===== config.mk =====
export PLATFORM = sky130hd
export DESIGN_NAME = fetch_stage
export DESIGN_NICKNAME = d
export VERILOG_FILES = /design/src/rtl/fetch_pkg.sv /design/src/rtl/fetch_stage_if_id_reg.sv /design/src/rtl/fetch_stage.sv
export SDC_FILE = /design/constraint.sdc
export NUM_CORES = 1
export LEC_CHECK = 0
export CORE_UTILIZATION = 46
export DETAILED_ROUTE_END_ITERATION = 12
export PLACE_DENSITY = 0.77
export SETUP_SLACK_MARGIN = 0.02
export SLEW_MARGIN = 10
export SYNTH_ARGS = -nofsm -noshare
export SYNTH_HDL_FRONTEND = slang
export SYNTH_HIERARCHICAL = 1
export SYNTH_SLANG_ARGS = --single-unit

===== constraint.sdc =====
create_clock -name clk -period 2.2 [get_ports clk]
set_clock_uncertainty 0.15 [all_clocks]
set_input_delay 0.22 -clock clk [delete_from_list [all_inputs] [get_ports clk]]
set_output_delay 0.22 -clock clk [all_outputs]
set_load 0.005 [all_outputs]

===== src/rtl/fetch_pkg.sv =====
// Shared types and constants for the instruction fetch stage.
package fetch_pkg;

  typedef enum logic [1:0] {
    IDLE = 2'd0,
    RUN  = 2'd1,
    HALT = 2'd2
  } fetchState_e;

  localparam logic [31:0] NOP_INSTR    = 32'h0000_0013;
  localparam logic [31:0] EBREAK_INSTR = 32'h0010_0073;
  localparam int unsigned PC_INCR      = 4;

endpackage


===== src/rtl/fetch_stage_if_id_reg.sv =====
// IF/ID pipeline register: load a fetched word, hold it, or replace it with a bubble.
module if_id_reg
  import fetch_pkg::*;
#(
  parameter int unsigned ADDRESS_WIDTH = 16,
  parameter int unsigned DATA_WIDTH    = 32
) (
  input  logic                     clk,
  input  logic                     rst,
  input  logic                     load,
  input  logic                     bubble,
  input  logic                     drop,
  input  logic [DATA_WIDTH-1:0]    instrIn,
  input  logic [ADDRESS_WIDTH-1:0] pcIn,
  input  logic [ADDRESS_WIDTH-1:0] pcPlus4In,
  output logic [DATA_WIDTH-1:0]    instrOut,
  output logic [ADDRESS_WIDTH-1:0] pcOut,
  output logic [ADDRESS_WIDTH-1:0] pcPlus4Out,
  output logic                     validOut
);

  // bubble > load > drop (keep contents, clear valid) > hold
  always_ff @(posedge clk or posedge rst) begin
    if (rst) begin
      instrOut   <= DATA_WIDTH'(NOP_INSTR);
      pcOut      <= '0;
      pcPlus4Out <= '0;
      validOut   <= 1'b0;
    end else if (bubble) begin
      instrOut <= DATA_WIDTH'(NOP_INSTR);
      validOut <= 1'b0;
    end else if (load) begin
      instrOut   <= instrIn;
      pcOut      <= pcIn;
      pcPlus4Out <= pcPlus4In;
      validOut   <= 1'b1;
    end else if (drop) begin
      validOut <= 1'b0;
    end
  end

endmodule


===== src/rtl/fetch_stage.sv =====
// Instruction fetch stage: owns the PC and the IDLE/RUN/HALT control FSM.
module fetch_stage
  import fetch_pkg::*;
#(
  parameter int unsigned ADDRESS_WIDTH = 16,
  parameter int unsigned DATA_WIDTH    = 32
) (
  input  logic                     clk,
  input  logic                     rst,
  input  logic                     start,
  input  logic                     stall,
  input  logic                     redirect,
  input  logic [ADDRESS_WIDTH-1:0] redirect_pc,
  output logic [ADDRESS_WIDTH-1:0] pc_f,
  input  logic [DATA_WIDTH-1:0]    instr_f,
  output logic [DATA_WIDTH-1:0]    instr_d,
  output logic [ADDRESS_WIDTH-1:0] pc_d,
  output logic [ADDRESS_WIDTH-1:0] pc_plus4_d,
  output logic                     valid_d,
  output logic                     halted,
  output logic                     misaligned
);

  fetchState_e state, stateNext;
  logic [ADDRESS_WIDTH-1:0] pcNext;
  logic [ADDRESS_WIDTH-1:0] pcPlus4;
  logic misalignedNext;
  logic regLoad, regBubble, regDrop;

  assign pcPlus4 = pc_f + ADDRESS_WIDTH'(PC_INCR);

  always_ff @(posedge clk or posedge rst) begin
    if (rst) begin
      state      <= IDLE;
      pc_f       <= '0;
      misaligned <= 1'b0;
      halted     <= 1'b0;
    end else begin
      state      <= stateNext;
      pc_f       <= pcNext;
      misaligned <= misalignedNext;
      halted     <= (stateNext == HALT);
    end
  end

  always_comb begin
    stateNext      = state;
    pcNext         = pc_f;
    misalignedNext = misaligned;
    regLoad        = 1'b0;
    regBubble      = 1'b0;
    regDrop        = 1'b0;
    unique case (state)
      IDLE: begin
        regDrop = 1'b1;
        if (start) stateNext = RUN;
      end
      RUN: begin
        if (redirect) begin
          regBubble = 1'b1;
          if (redirect_pc[1:0] != 2'b00) begin
            misalignedNext = 1'b1;
            stateNext      = HALT;
          end else begin
            pcNext = redirect_pc;
          end
        end else if (!stall) begin
          regLoad = 1'b1;
          // EBREAK is still captured as a valid instruction; only the PC freezes
          if (instr_f == DATA_WIDTH'(EBREAK_INSTR)) stateNext = HALT;
          else                                      pcNext    = pcPlus4;
        end
      end
      HALT: regDrop = 1'b1;
      default: begin
        stateNext = IDLE;
        regDrop   = 1'b1;
      end
    endcase
  end

  if_id_reg #(
    .ADDRESS_WIDTH(ADDRESS_WIDTH),
    .DATA_WIDTH   (DATA_WIDTH)
  ) u_ifId (
    .clk       (clk),
    .rst       (rst),
    .load      (regLoad),
    .bubble    (regBubble),
    .drop      (regDrop),
    .instrIn   (instr_f),
    .pcIn      (pc_f),
    .pcPlus4In (pcPlus4),
    .instrOut  (instr_d),
    .pcOut     (pc_d),
    .pcPlus4Out(pc_plus4_d),
    .validOut  (valid_d)
  );

endmodule


Word level (Yosys, flattened, before mapping)
Cells that the tools add are included.

Logic and storage cells: 44. Register bits: 85. Output and inout port bits: 83. Input port bits: 53.

Equality and inequality tests: 8. $add $sub $neg: 1. Multiplexer cells: 20. Bitwise logic cells: 1. Reduce and logical (&&, ||, !) cells: 6.

Operator list (number): $mux W16 (4); $mux W32 (2); $eq A32 B21 Y1 const B (1); $add A16 B3 Y16 const B (1); $mux W2 (5); $mux W1 (8); $pmux W2 S3 (1); $eq A2 B2 Y1 const B (2); $ne A2 B2 Y1 const B (2); $reduce_and A4 Y1 (1); $reduce_bool A2 Y1 (2); $ne A3 B3 Y1 const B (1); $reduce_and A3 Y1 (1); $eq A2 B1 Y1 const B (1); $logic_not A2 Y1 (1); $ne A2 B1 Y1 const B (1); $reduce_and A2 Y1 (1); $not A1 Y1 (1).

Depth between registers and ports, before layout
Word-level depth: 6. Mapped depth: 9. Mapped depth without buffers: 6.

Modules after synthesis
The synthesis kept the hierarchy.

By module, submodules not included: if_id_reg (area each 2667.6 um2, cells an instance 178, instances 1, sequential area each 1630.3 um2); fetch_stage (area each 1443.9 um2, cells an instance 155, instances 1, sequential area each 500.5 um2).

Least setup slack after synthesis
No wires, ideal clock.

Kind: reg2reg. From: register state[1]. To: register u_ifId.pcOut[0]. Library setup time: 0.125 ns. Data required time: 1.925 ns. Arrival: 1.637 ns. Setup slack: 0.288 ns. Buffers on the path: 3. Clock period less this slack: 1.912 ns. Cell stages (with the launch flop): 9. Cells stage by stage: dfrtp_1 and2b_1 inv_2 nor3_4 buf_6 nor2b_4 buf_6 buf_6 mux2_4.

Elaborated cells between the ends (all ways): 5. Those cells by class: eq/ne (1); mux (2); bitwise (1); reduce/logical (1).

RTL lines: start, declared (RTL line fetch_stage.sv:24) `fetchState_e state, stateNext;`; start signal, assigned (RTL line fetch_stage.sv:39) `state <= stateNext;`; $eq A2 B1 Y1 (RTL line fetch_stage.sv:53) `unique case (state)`; $mux W1 (RTL line fetch_stage.sv:53); named net regLoad (RTL line fetch_stage.sv:28) `logic regLoad, regBubble, regDrop;`; $reduce_and A2 Y1 (no line); end signal, assigned (RTL line fetch_stage_if_id_reg.sv:34) `pcOut <= pcIn;`; end, declared (RTL line fetch_stage_if_id_reg.sv:17) `output logic [ADDRESS_WIDTH-1:0] pcOut,`.

The timed path passes the listed nets, and every way through them passes these cells. A chain may end at the register's enable or synchronous reset.

Worst setup path in the final report
From: register pc_f[2]. To: register u_ifId.pcPlus4Out[14].

Longest elaborated chain between the ends: 1.

RTL lines: start, declared (RTL line fetch_stage.sv:14) `output logic [ADDRESS_WIDTH-1:0] pc_f,`; start signal, assigned (RTL line fetch_stage.sv:40) `pc_f <= pcNext;`; $add A16 B3 Y16 (RTL line fetch_stage.sv:30) `assign pcPlus4 = pc_f + ADDRESS_WIDTH'(PC_INCR);`; named net pcPlus4[14] (RTL line fetch_stage.sv:26) `logic [ADDRESS_WIDTH-1:0] pcPlus4;`; end signal, assigned (RTL line fetch_stage_if_id_reg.sv:35) `pcPlus4Out <= pcPlus4In;`; end, declared (RTL line fetch_stage_if_id_reg.sv:18) `output logic [ADDRESS_WIDTH-1:0] pcPlus4Out,`.

The timed path passes the listed nets, and every way through them passes these cells.

==> metrics <==
status=finished, final reports clean; fraction of layout cells with a size suffix above 1=about 17%; worst path cell trace=ha_1, nand3_1, nor2_1, nand3_1, xnor2_1, mux2_4; via count=around 3100; Critical Path Source=pc_f[2]; Top cell by count, worst path=nand3_1; measured slew at the worst slew-check pin=between 0.5 and 0.6 ns; DP Area=~5600 sq um; drt initial violations=117; top-count cell post-synth=dfrtp_1; die area=9320 sq um; Max Cap Viol=0; Leakage=approximately 2.4 nW; worst reg2reg startpoint=pc_f[2]; Pwr Total=0.00707 W; dpl hpwl=7390 um; Max Slew Vio Count=0; vias per cell=approximately 5.3; PwrDens=1220 nW/um^2; Final Cycle Share=a little over 90%; Post-synth EDFFs=0; Hold Fails Final Rpt=0; Crit path required time=2.29 ns; RSZ-0062 raised after global routing=no; Mapped Nets=387; Die H=96.5 um; fillcell total=674; Yosys top cell by area=dfrtp_1; WP data arrival=2.12 ns; CP max stage delay=approximately 0.47 ns; Root Buffer Master=clkbuf_8; Clock Pin Slew Worst Setup and Hold Paths=0.09 ns; total wire length=10100 um; Critical-path top delay cell=dfrtp_1; tightest slew margin relative to the limit=between 60% and 70%; R2R depth=6; initial antenna violation count=0; Synth top area share=49.9%; worst-path fanout max=6; Initial Util=47.4%; FF+latch count, synth=85; top post-synthesis cells by count=82 x dfrtp_1, 40 x nor2_1, 33 x mux2i_1; CTS tree=built; Synthesis Warnings=6; Max clock buf depth=2; final instance count without filler cells=between 500 and 600; r2r setup slk=0.17 ns; total congestion overflow=0; wire per inst=around 17 um; area grow syn2layout=41.4%; Placer Congestion=0.803; Syn Inst Count=333; top cells by area, synth=dfrtp_1 50%, mux2_4 11%, mux2i_1 8.0%; fin nets=528; syn_area_per_cell=between 10 and 15 sq um; Achievable Freq=494 MHz; Final Cell Area=5820 sq um; gr usage total=23.2%; # hold bufs at CTS=0; # setup viols final=0; CTS buffer count=9; worst skew pair latency=0.35 ns; Max IR drop VDD=between 0.5 and 0.6 mV; asr flop ratio synth=between 90% and 100%; pin count of the biggest net entering global routing=37; Final min period=2.03 ns; Die W=96.5 um; Port Buffers=approximately 140; hold crit path type=in2async; Main synth FF type=dfrtp_1; Core Box Area=between 8000 and 9000 sq um; crit end category=flop; # H-tree levels=3; CTS Sinks=85; # diodes=0; setup bufs post-CTS=0; critical path class=reg2reg; startpoint types=flop; drt first pass iters=4; I/O pin cnt=approximately 140; Residual DRC=0; worst r2r dst=u_ifId/pcPlus4Out[14]; number of global-route vias before repair=3276; Netlist cell types=50; placed insts=571; Resized Gates After CTS=0; DRT antenna net count=0; post-synthesis cell area=4110 sq um; row count=34; sequential share of the synthesized area=51.8%; first-pass GRT wire length=16500 um
==> area by class of cell <==
| cell class | count | area [sq um] | area share, % |
|---|---|---|---|
| timing repair buffer | 153 | 1540 | 26.4 |
| clock buffer | 12 | 145 | 2.50 |
| tap | 108 | 135 | 2.32 |
| inverter | 7 | 26.3 | 0.452 |
| sequential | 85 | 2130 | 36.6 |
| clock inverter | 3 | 46.3 | 0.796 |
| multi-input combinational | 218 | 1800 | 30.9 |
==> cells by family (layout without fill, tap and decap cells) <==
group	count (synthesis)	after routing	share of synthesized area, %
AND/OR/NAND/NOR	97	97	13.4
flip-flops	85	85	51.8
adder cells (fa/ha/maj)	1	1	0.304
buffers and inverters	30	175	4.50
AO/OA/AOI/OAI	41	41	7.27
XOR/XNOR	12	12	2.56
multiplexers	67	67	20.2
==> critical path: cells and delay by family, from the launching register on <==
| family | cells | cell delay [ns] |
|---|---|---|
| xor+xnor | 1 | 0.18 |
| fa+ha+maj | 1 | 0.25 |
| flops | 1 | 0.47 |
| mux | 1 | 0.26 |
| simple gates | 3 | 0.61 |
==> power by group <==
part | internal [W] | switching (W) | leakage [nW]
clock | 0.000553 | 0.000543 | 0.0927
combinational | 0.00204 | 0.00123 | 1.30
sequential | 0.00221 | 0.000492 | 1.00
==> per-stage QoR <==
| step | util [%] | setup TNS (ns) | hold slack, ns | worst slack [ns] |
|---|---|---|---|---|
| finish | 67.0 | 0 | 0.129 | 0.175 |
| global placement | 64.8 | -0.247 | 0.275 | -0.0635 |
| CTS | 67.0 | 0 | 0.122 | 0.191 |
| floorplan | - | 0 | 0.0338 | 0.209 |
| global route | 67.0 | 0 | 0.151 | 0.0933 |
| detailed placement | 64.8 | -0.564 | 0.295 | -0.0719 |
==> cell usage in the layout (no fill, tap or decap), types with 2 or more instances in the layout <==
cell	synthesis	routed
clkdlybuf4s50_1	0	135
nor2_1	40	40
nor3_1	4	4
inv_2	1	2
a21oi_1	4	4
a22oi_1	2	2
nor2b_1	7	7
o21ai_1	11	11
mux2i_1	33	33
buf_4	3	14
dfrtp_1	82	82
mux2_4	31	31
nand3_1	8	8
xnor2_1	7	7
nor3_4	2	2
o21ai_2	2	2
a32oi_1	6	6
inv_1	6	5
clkbuf_8	0	10
and2_1	2	2
xor2_1	5	5
nand4_1	2	2
dfstp_2	3	3
nand2_1	8	8
nor4_1	6	6
mux2_2	3	3
buf_12	0	4
nand2b_1	3	3
nor3b_1	4	4
and3b_1	2	2
a211o_1	3	3
clkbuf_1	4	2
a31oi_1	5	5
o31a_1	2	2
==> state kept, by name (all words and copies together), names as in the netlist <==
| name | count |
|---|---|
| u_ifId/instrOut | 32 |
| pc_f | 16 |
| u_ifId/pcOut | 16 |
| u_ifId/pcPlus4Out | 16 |
| state | 2 |
| halted | 1 |
| misaligned | 1 |
| u_ifId/validOut | 1 |
==> worst max-delay path by stage <==
| stage | to | slack [ns] |
|---|---|---|
| global placement | pc_f[4] | -0.06 |
| floorplan | u_ifId/instrOut[10] | 0.21 |
| detailed placement | pc_f[4] | -0.07 |
| finish | u_ifId/pcPlus4Out[14] | 0.17 |
| global route | u_ifId/pcPlus4Out[14] | 0.09 |
| CTS | u_ifId/pcPlus4Out[14] | 0.19 |
==> per-layer routing <==
metal  vias to the layer above  global-route usage, %  wire length (um)
met4                         0                   8.46               229
met2                        93                   36.5              4880
met5                         -                      0                 0
li1                       1458                      -                 -
met1                      1544                   32.3              4650
met3                        20                   3.99               385
Note: power is estimated with default switching activity, not from simulation.
